===== config.mk =====
export PLATFORM = sky130hd
export DESIGN_NAME = matrix_stream_engine_flat
export DESIGN_NICKNAME = d
export VERILOG_FILES = /design/src/rtl/matrix_stream_engine_if.sv /design/src/rtl/matrix_stream_engine.sv /design/src/flat_wrapper.sv
export SDC_FILE = /design/constraint.sdc
export NUM_CORES = 1
export LEC_CHECK = 0
export ABC_AREA = 0
export BUFFER_PORTS_ARGS = -buffer_cell sky130_fd_sc_hd__buf_2
export CAP_MARGIN = 25
export CORE_UTILIZATION = 55
export DETAILED_ROUTE_END_ITERATION = 8
export GPL_TIMING_DRIVEN = 0
export PLACE_DENSITY = 0.72
export SKIP_CTS_REPAIR_TIMING = 1
export SLEW_MARGIN = 30
export SYNTH_ARGS = -nofsm -noshare
export SYNTH_HDL_FRONTEND = slang
export SYNTH_SLANG_ARGS = --single-unit

===== constraint.sdc =====
create_clock -name clk -period 19.28 [get_ports clk]
set_clock_uncertainty 0.2 [all_clocks]
set_input_delay 3.856 -clock clk [delete_from_list [all_inputs] [get_ports clk]]
set_output_delay 3.856 -clock clk [all_outputs]
set_load 0.005 [all_outputs]

===== src/rtl/matrix_stream_engine_if.sv =====
// Byte-stream interface of matrix_stream_engine: UART rx/tx handshake plus status flags.
interface matrix_stream_engine_if;
  logic [7:0] rx_data;
  logic       rx_valid;
  logic       tx_busy;
  logic [7:0] tx_data;
  logic       tx_start;
  logic [2:0] state;
  logic       busy;
  logic       err_size;
  logic       done;

  modport slave  (input  rx_data, rx_valid, tx_busy,
                  output tx_data, tx_start, state, busy, err_size, done);
  modport master (output rx_data, rx_valid, tx_busy,
                  input  tx_data, tx_start, state, busy, err_size, done);
endinterface


===== src/rtl/matrix_stream_engine.sv =====
// Receives N, A, B over a byte stream, computes C = A x B with one MAC, streams C back LSB-first.
// Optional: define MSE_CHECKSUM_EN to append an XOR checksum byte after the result bytes.
module matrix_stream_engine #(
  parameter int MAX_N  = 4,
  parameter int DATA_W = 8,
  parameter int ACC_W  = 18
) (
  input  logic                   clk,
  input  logic                   rst_n,
  matrix_stream_engine_if.slave  bus
);
  localparam int RES_BYTES = (ACC_W + 7) / 8;
  localparam int NN_MAX    = MAX_N * MAX_N;
  localparam int IDX_W     = (NN_MAX > 1) ? $clog2(NN_MAX) : 1;
  localparam int N_W       = $clog2(MAX_N + 1);
  localparam int W2        = 2 * N_W;
  localparam int PW        = 2 * DATA_W;
  localparam int B_W       = (RES_BYTES > 1) ? $clog2(RES_BYTES) : 1;
  localparam logic [7:0]     MAX_N8    = 8'(MAX_N);
  localparam logic [B_W-1:0] BYTE_LAST = B_W'(RES_BYTES - 1);

  typedef enum logic [2:0] {
    IDLE = 3'd0, RX_A = 3'd1, RX_B = 3'd2, COMPUTE = 3'd3, SEND = 3'd4, SEND_WAIT = 3'd5
  } state_e;

  state_e           state_q, state_d;
  logic [N_W-1:0]   n_q, n_d, ci_q, ci_d, cj_q, cj_d, ck_q, ck_d;
  logic [IDX_W-1:0] k_q, k_d, elem_q, elem_d;
  logic [B_W-1:0]   byte_q, byte_d;
  logic [ACC_W-1:0] acc_q, acc_d;
  logic [7:0]       tx_data_q, tx_data_d, chk_q, chk_d;
  logic             tx_start_q, tx_start_d, err_q, err_d, done_q, done_d;
  logic             first_q, first_d, last_q, last_d, chk_ph_q, chk_ph_d;

  logic [DATA_W-1:0] a_mem [2**IDX_W];
  logic [DATA_W-1:0] b_mem [2**IDX_W];
  logic [ACC_W-1:0]  c_mem [2**IDX_W];

  logic                   a_we, b_we, c_we;
  logic [W2-1:0]          nn;
  logic [IDX_W-1:0]       nn_m1, a_idx, b_idx, c_idx;
  logic [N_W-1:0]         n_m1;
  logic [PW-1:0]          prod;
  logic [RES_BYTES*8-1:0] cword;
  logic [7:0]             res_byte;

  // Element addressing is row-major with the runtime N as the row stride.
  always_comb begin
    nn       = W2'(n_q) * W2'(n_q);
    nn_m1    = IDX_W'(nn - 1);
    n_m1     = n_q - N_W'(1);
    a_idx    = IDX_W'(W2'(ci_q) * W2'(n_q) + W2'(ck_q));
    b_idx    = IDX_W'(W2'(ck_q) * W2'(n_q) + W2'(cj_q));
    c_idx    = IDX_W'(W2'(ci_q) * W2'(n_q) + W2'(cj_q));
    prod     = PW'(a_mem[a_idx]) * PW'(b_mem[b_idx]);
    cword    = '0;
    cword[ACC_W-1:0] = c_mem[elem_q];
    res_byte = 8'(cword >> {byte_q, 3'b000});
  end

  always_comb begin
    state_d    = state_q;
    n_d        = n_q;
    k_d        = k_q;
    ci_d       = ci_q;
    cj_d       = cj_q;
    ck_d       = ck_q;
    acc_d      = acc_q;
    elem_d     = elem_q;
    byte_d     = byte_q;
    chk_d      = chk_q;
    chk_ph_d   = chk_ph_q;
    last_d     = last_q;
    first_d    = first_q;
    tx_data_d  = tx_data_q;
    tx_start_d = 1'b0;
    err_d      = 1'b0;
    done_d     = 1'b0;
    a_we       = 1'b0;
    b_we       = 1'b0;
    c_we       = 1'b0;
    unique case (state_q)
      IDLE: if (bus.rx_valid) begin
        if (bus.rx_data != 8'd0 && bus.rx_data <= MAX_N8) begin
          n_d     = N_W'(bus.rx_data);
          k_d     = '0;
          state_d = RX_A;
        end else begin
          err_d = 1'b1;
        end
      end
      RX_A: if (bus.rx_valid) begin
        a_we = 1'b1;
        if (k_q == nn_m1) begin
          k_d     = '0;
          state_d = RX_B;
        end else k_d = k_q + IDX_W'(1);
      end
      RX_B: if (bus.rx_valid) begin
        b_we = 1'b1;
        if (k_q == nn_m1) begin
          k_d     = '0;
          ci_d    = '0;
          cj_d    = '0;
          ck_d    = '0;
          state_d = COMPUTE;
        end else k_d = k_q + IDX_W'(1);
      end
      // N MAC cycles (ck=0..N-1) then one write-back cycle (ck=N) per element.
      COMPUTE: if (ck_q == n_q) begin
        c_we = 1'b1;
        ck_d = '0;
        if (cj_q == n_m1) begin
          cj_d = '0;
          if (ci_q == n_m1) begin
            ci_d     = '0;
            elem_d   = '0;
            byte_d   = '0;
            chk_d    = '0;
            chk_ph_d = 1'b0;
            last_d   = 1'b0;
            state_d  = SEND;
          end else ci_d = ci_q + N_W'(1);
        end else cj_d = cj_q + N_W'(1);
      end else begin
        acc_d = ((ck_q == '0) ? '0 : acc_q) + ACC_W'(prod);
        ck_d  = ck_q + N_W'(1);
      end
      SEND: if (!bus.tx_busy) begin
        tx_start_d = 1'b1;
        first_d    = 1'b1;
        state_d    = SEND_WAIT;
        if (chk_ph_q) begin
          tx_data_d = chk_q;
          last_d    = 1'b1;
        end else begin
          tx_data_d = res_byte;
          chk_d     = chk_q ^ res_byte;
          if (byte_q == BYTE_LAST) begin
            byte_d = '0;
            if (elem_q == nn_m1) begin
`ifdef MSE_CHECKSUM_EN
              chk_ph_d = 1'b1;
`else
              last_d = 1'b1;
`endif
            end else elem_d = elem_q + IDX_W'(1);
          end else byte_d = byte_q + B_W'(1);
        end
      end
      // The transmitter raises tx_busy a cycle after tx_start, so the first cycle is skipped.
      SEND_WAIT: if (first_q) begin
        first_d = 1'b0;
      end else if (!bus.tx_busy) begin
        if (last_q) begin
          done_d  = 1'b1;
          state_d = IDLE;
        end else state_d = SEND;
      end
      default: state_d = IDLE;
    endcase
  end

  always_ff @(posedge clk or negedge rst_n) begin
    if (!rst_n) begin
      state_q    <= IDLE;
      n_q        <= '0;
      k_q        <= '0;
      ci_q       <= '0;
      cj_q       <= '0;
      ck_q       <= '0;
      acc_q      <= '0;
      elem_q     <= '0;
      byte_q     <= '0;
      chk_q      <= '0;
      chk_ph_q   <= 1'b0;
      last_q     <= 1'b0;
      first_q    <= 1'b0;
      tx_data_q  <= '0;
      tx_start_q <= 1'b0;
      err_q      <= 1'b0;
      done_q     <= 1'b0;
    end else begin
      state_q    <= state_d;
      n_q        <= n_d;
      k_q        <= k_d;
      ci_q       <= ci_d;
      cj_q       <= cj_d;
      ck_q       <= ck_d;
      acc_q      <= acc_d;
      elem_q     <= elem_d;
      byte_q     <= byte_d;
      chk_q      <= chk_d;
      chk_ph_q   <= chk_ph_d;
      last_q     <= last_d;
      first_q    <= first_d;
      tx_data_q  <= tx_data_d;
      tx_start_q <= tx_start_d;
      err_q      <= err_d;
      done_q     <= done_d;
    end
  end

  always_ff @(posedge clk) begin
    if (a_we) a_mem[k_q] <= bus.rx_data[DATA_W-1:0];
    if (b_we) b_mem[k_q] <= bus.rx_data[DATA_W-1:0];
    if (c_we) c_mem[c_idx] <= acc_q;
  end

  assign bus.tx_data  = tx_data_q;
  assign bus.tx_start = tx_start_q;
  assign bus.state    = state_q;
  assign bus.busy     = (state_q != IDLE);
  assign bus.err_size = err_q;
  assign bus.done     = done_q;
endmodule

===== src/flat_wrapper.sv =====
// flat-port wrapper written by rule: the top's interface ports become plain ports
module matrix_stream_engine_flat 
#(
  parameter int MAX_N  = 4,
  parameter int DATA_W = 8,
  parameter int ACC_W  = 18
)
  (clk, rst_n, bus_rx_data, bus_rx_valid, bus_tx_busy, bus_tx_data, bus_tx_start, bus_state, bus_busy, bus_err_size, bus_done);
  matrix_stream_engine_if bus_i ();
  input  logic clk;
  input  logic rst_n;
  input wire logic [$bits(bus_i.rx_data)-1:0] bus_rx_data;
  input wire logic [$bits(bus_i.rx_valid)-1:0] bus_rx_valid;
  input wire logic [$bits(bus_i.tx_busy)-1:0] bus_tx_busy;
  output wire logic [$bits(bus_i.tx_data)-1:0] bus_tx_data;
  output wire logic [$bits(bus_i.tx_start)-1:0] bus_tx_start;
  output wire logic [$bits(bus_i.state)-1:0] bus_state;
  output wire logic [$bits(bus_i.busy)-1:0] bus_busy;
  output wire logic [$bits(bus_i.err_size)-1:0] bus_err_size;
  output wire logic [$bits(bus_i.done)-1:0] bus_done;
  assign bus_i.rx_data = bus_rx_data;
  assign bus_i.rx_valid = bus_rx_valid;
  assign bus_i.tx_busy = bus_tx_busy;
  assign bus_tx_data = bus_i.tx_data;
  assign bus_tx_start = bus_i.tx_start;
  assign bus_state = bus_i.state;
  assign bus_busy = bus_i.busy;
  assign bus_err_size = bus_i.err_size;
  assign bus_done = bus_i.done;
  matrix_stream_engine #(.MAX_N(MAX_N), .DATA_W(DATA_W), .ACC_W(ACC_W)) u_core (.clk(clk), .rst_n(rst_n), .bus(bus_i));
endmodule

==> impl_metrics.toml <==
[global_route]
grt_pass1_wl_um = 88500
grt_overflow = 0
antenna_found_initial = 0
grt_pass1_vias = 14600
grt_max_degree = 57
grt_usage = 0.242

[power_and_ir_drop]
power-per-cell-area_nw_per_um2 = 109
max-vdd-ir-drop_uv = 83.9
p_leak_nw = 11.2

[detailed_routing]
routed_wl_um = 57500
postRouteAntennaNets = 0
num_vias = 14000
wl_per_cell_um = 25.1
drc = 0
first_pass_iters = 7
drt-initial-drc-count = 1065
routed_via_density = 6.11

[critical_path]
rr_worst_depth = 24
r2r_slack_ps = 10750
crit_chain = "nand2_1 -> fa_1 -> inv_1 -> fa_1 -> inv_1 -> fa_1 -> xnor2_1 -> xnor2_1 -> xnor2_2 -> mux4_1 -> and2_1 -> fa_1 -> fa_1 -> fa_1 -> inv_1 -> fa_1 -> inv_1 -> ha_1 -> and2_1 -> a221oi_1 -> a21oi_1 -> o21a_1 -> o31a_1 -> a211oi_1"
critPathMaxStageDelay_ps = 820
path_common_cell = "fa_1"
r2r-end = "u_core.acc_q[17]"
crit_start = "u_core.n_q[0]"
worstPathRequired_ps = 19610
slowest_stage = "mux4_1"
cp.arrival_ps = 8860
worstSetupEndpointType = "flop"
cp_top_family = "adder cells"
path_max_fanout = 10
start_kind = "flop"
crit_buf_inv = 4
timing.rr.start = "u_core.n_q[0]"
worstSetupPathType = "reg2reg"

[logic_synthesis]
synthArstFlopShare = 0.0933
synth-edff-count = 544
syn-num-nets = 1663
postSynthCellCount = 1528
synth.distinct_cells = 56
ys_ff_latch = 600
netlist_area_um2 = 26900
synth_warnings = 0
yosysSeqAreaShare = 0.660
syn_avg_cell_area_um2 = 17.6
synth-main-ff-cell = "edfxtp_1"

[clock_network]
cts.sinks = 600
path_clk_slew_ps = 70
cts_max_level = 2
cts_tree = "yes"
cts-buffers-inserted = 56
insertion_delay_ps = 630
cts-root-buf = "clkbuf_16"
cts_max_path_buffers = 3

[timing]
layout_min_cycle_time_ps = 8530
setup_tns_ps = 0
finalSetupViolCount = 0
slew_viol_final = 0
slew_headroom = 0.388
finalCritPeriodShare = 0.442
fmax_mhz = 117
hold_violations = 0
grt_setup_unrepaired = "no"
worst-slew-pin-transition_ps = 918
whs_ps = 282

[floorplan]
fp.dieW_um = 223
initial_core_util = 0.561
die_area_um2 = 49800
rows = 80
pin_count = 27
die_y_um = 223
coreArea_um2 = 47900

[run]
drv_cap = 0

[hold_path]
hp-class = "reg2reg"
holdPathEnd = "u_core.bus.tx_data[6]"
min_from = "u_core.bus.tx_data[6]"
whs_path_depth = 2

[placement]
gp_congestion = 0.858
port_buffers = 26
dp_hpwl_um = 39000

[final_layout]
finalNetCount = 1764
drive_gt1_frac = 0.205
n_antenna_cell = 0
area_delta_synth_final_pct = 12.2
layout_common_cells = "edfxtp_1, mux4_2, nand2_1"
mostFrequentLayoutCell = "edfxtp_1"
fillCellCount = 3326

[outcome]
outcome = "finished clean"
where the power goes:
part / internal [mW] / switching, mW
Sequential: 1.43 / 0.0177
Combinational: 0.318 / 0.454
Clock: 0.604 / 0.467
Total: 2.35 / 0.939
tightest hold or removal path, cell delays in order (launching register included):
cell and delay, ps:
dfrtp_1 340, nand2_1 50, o21ai_1 60
synth_stat cells (2+ instances only):
master	n	area, um2
edfxtp_1	544	16300
mux4_2	166	3740
nand2_1	120	450
inv_1	108	405
ha_1	67	838
and2_1	64	400
dfrtp_1	56	1400
fa_1	56	1120
nor2_1	56	210
o21ai_0	37	185
a21oi_1	27	135
clkbuf_1	26	97.6
xor2_1	17	149
buf_2	16	80.1
nand3_1	16	80.1
nor3_1	16	80.1
mux2i_1	9	90.1
nand2b_1	9	56.3
o21ai_1	8	40.0
o31ai_1	8	60.1
xnor2_1	8	70.1
a21o_1	7	52.6
nor3b_1	6	45.0
or4_1	6	45.0
buf_1	5	18.8
o21a_1	5	37.5
a31oi_1	4	25.0
and3_1	4	25.0
buf_4	4	30.0
mux4_1	4	105
nor2b_1	4	25.0
xnor3_1	4	90.1
a211oi_1	3	22.5
buf_6	3	33.8
nand4_1	3	18.8
nor4b_1	3	26.3
o41ai_1	3	26.3
xnor2_2	3	48.8
a221oi_1	2	17.5
nand3b_1	2	15.0
nor4_1	2	12.5
or2_1	2	12.5
or3_1	2	12.5
metrics by stage:
step	setup slack (ps)	util	area, um2	power (mW)	std cells
6_report	10750	0.629	30200	3.29	2290
2_1_floorplan	11600	-	26900	2.04	1528
3_3_place_gp	10780	0.579	27800	2.23	2169
3_5_place_dp	10720	0.592	28400	2.24	2186
5_1_grt	10330	0.629	30200	3.44	2290
4_1_cts	10690	0.629	30200	3.30	2290
layer usage:
layer  part of all wire  track usage  up-vias
met1               0.39        0.313     7262
met2               0.52        0.423      531
met5                  0            0        -
met3              0.054       0.0337      113
met4              0.030       0.0845        0
li1                   -            -     6085
registers in the layout (all words and copies together), names as in the netlist, 2 cells and up:
register / cells
u_core.c_mem: 288
u_core.a_mem: 128
u_core.b_mem: 128
u_core.acc_q: 18
u_core.bus.tx_data: 8
u_core.elem_q: 4
u_core.k_q: 4
u_core.bus.state: 3
u_core.ci_q: 3
u_core.cj_q: 3
u_core.ck_q: 3
u_core.n_q: 3
u_core.byte_q: 2
cells by family after synthesis:
family / after synthesis / share of synthesized area
AO/OA/AOI/OAI: 112 / 0.0249
adder cells (fa/ha/maj): 123 / 0.0729
multiplexers: 180 / 0.147
flip-flops: 600 / 0.660
AND/OR/NAND/NOR: 319 / 0.0577
buffers and inverters: 162 / 0.0248
XOR/XNOR: 32 / 0.0133
layout make-up:
cell class | count | area [um2] | share of cell area
inverters | 108 | 405 | 0.0134
clock buffers | 72 | 1460 | 0.0485
clock inverters | 32 | 318 | 0.0105
well taps | 615 | 769 | 0.0255
multi-input cells | 766 | 8650 | 0.287
repair buffers | 43 | 556 | 0.0184
flip-flops and latches | 600 | 17700 | 0.588
plain buffers | 54 | 260 | 0.00863
worst max-delay path by stage:
stage	end	slack [ps]	depth (start not counted)
4_1_cts	u_core.acc_q[17]	10690	24
6_report	u_core.acc_q[17]	10750	24
5_1_grt	u_core.acc_q[17]	10330	25
3_3_place_gp	u_core.acc_q[17]	10780	25
2_1_floorplan	u_core.acc_q[17]	11600	25
3_5_place_dp	u_core.acc_q[17]	10720	24
Note: power is estimated with default switching activity, not from simulation.
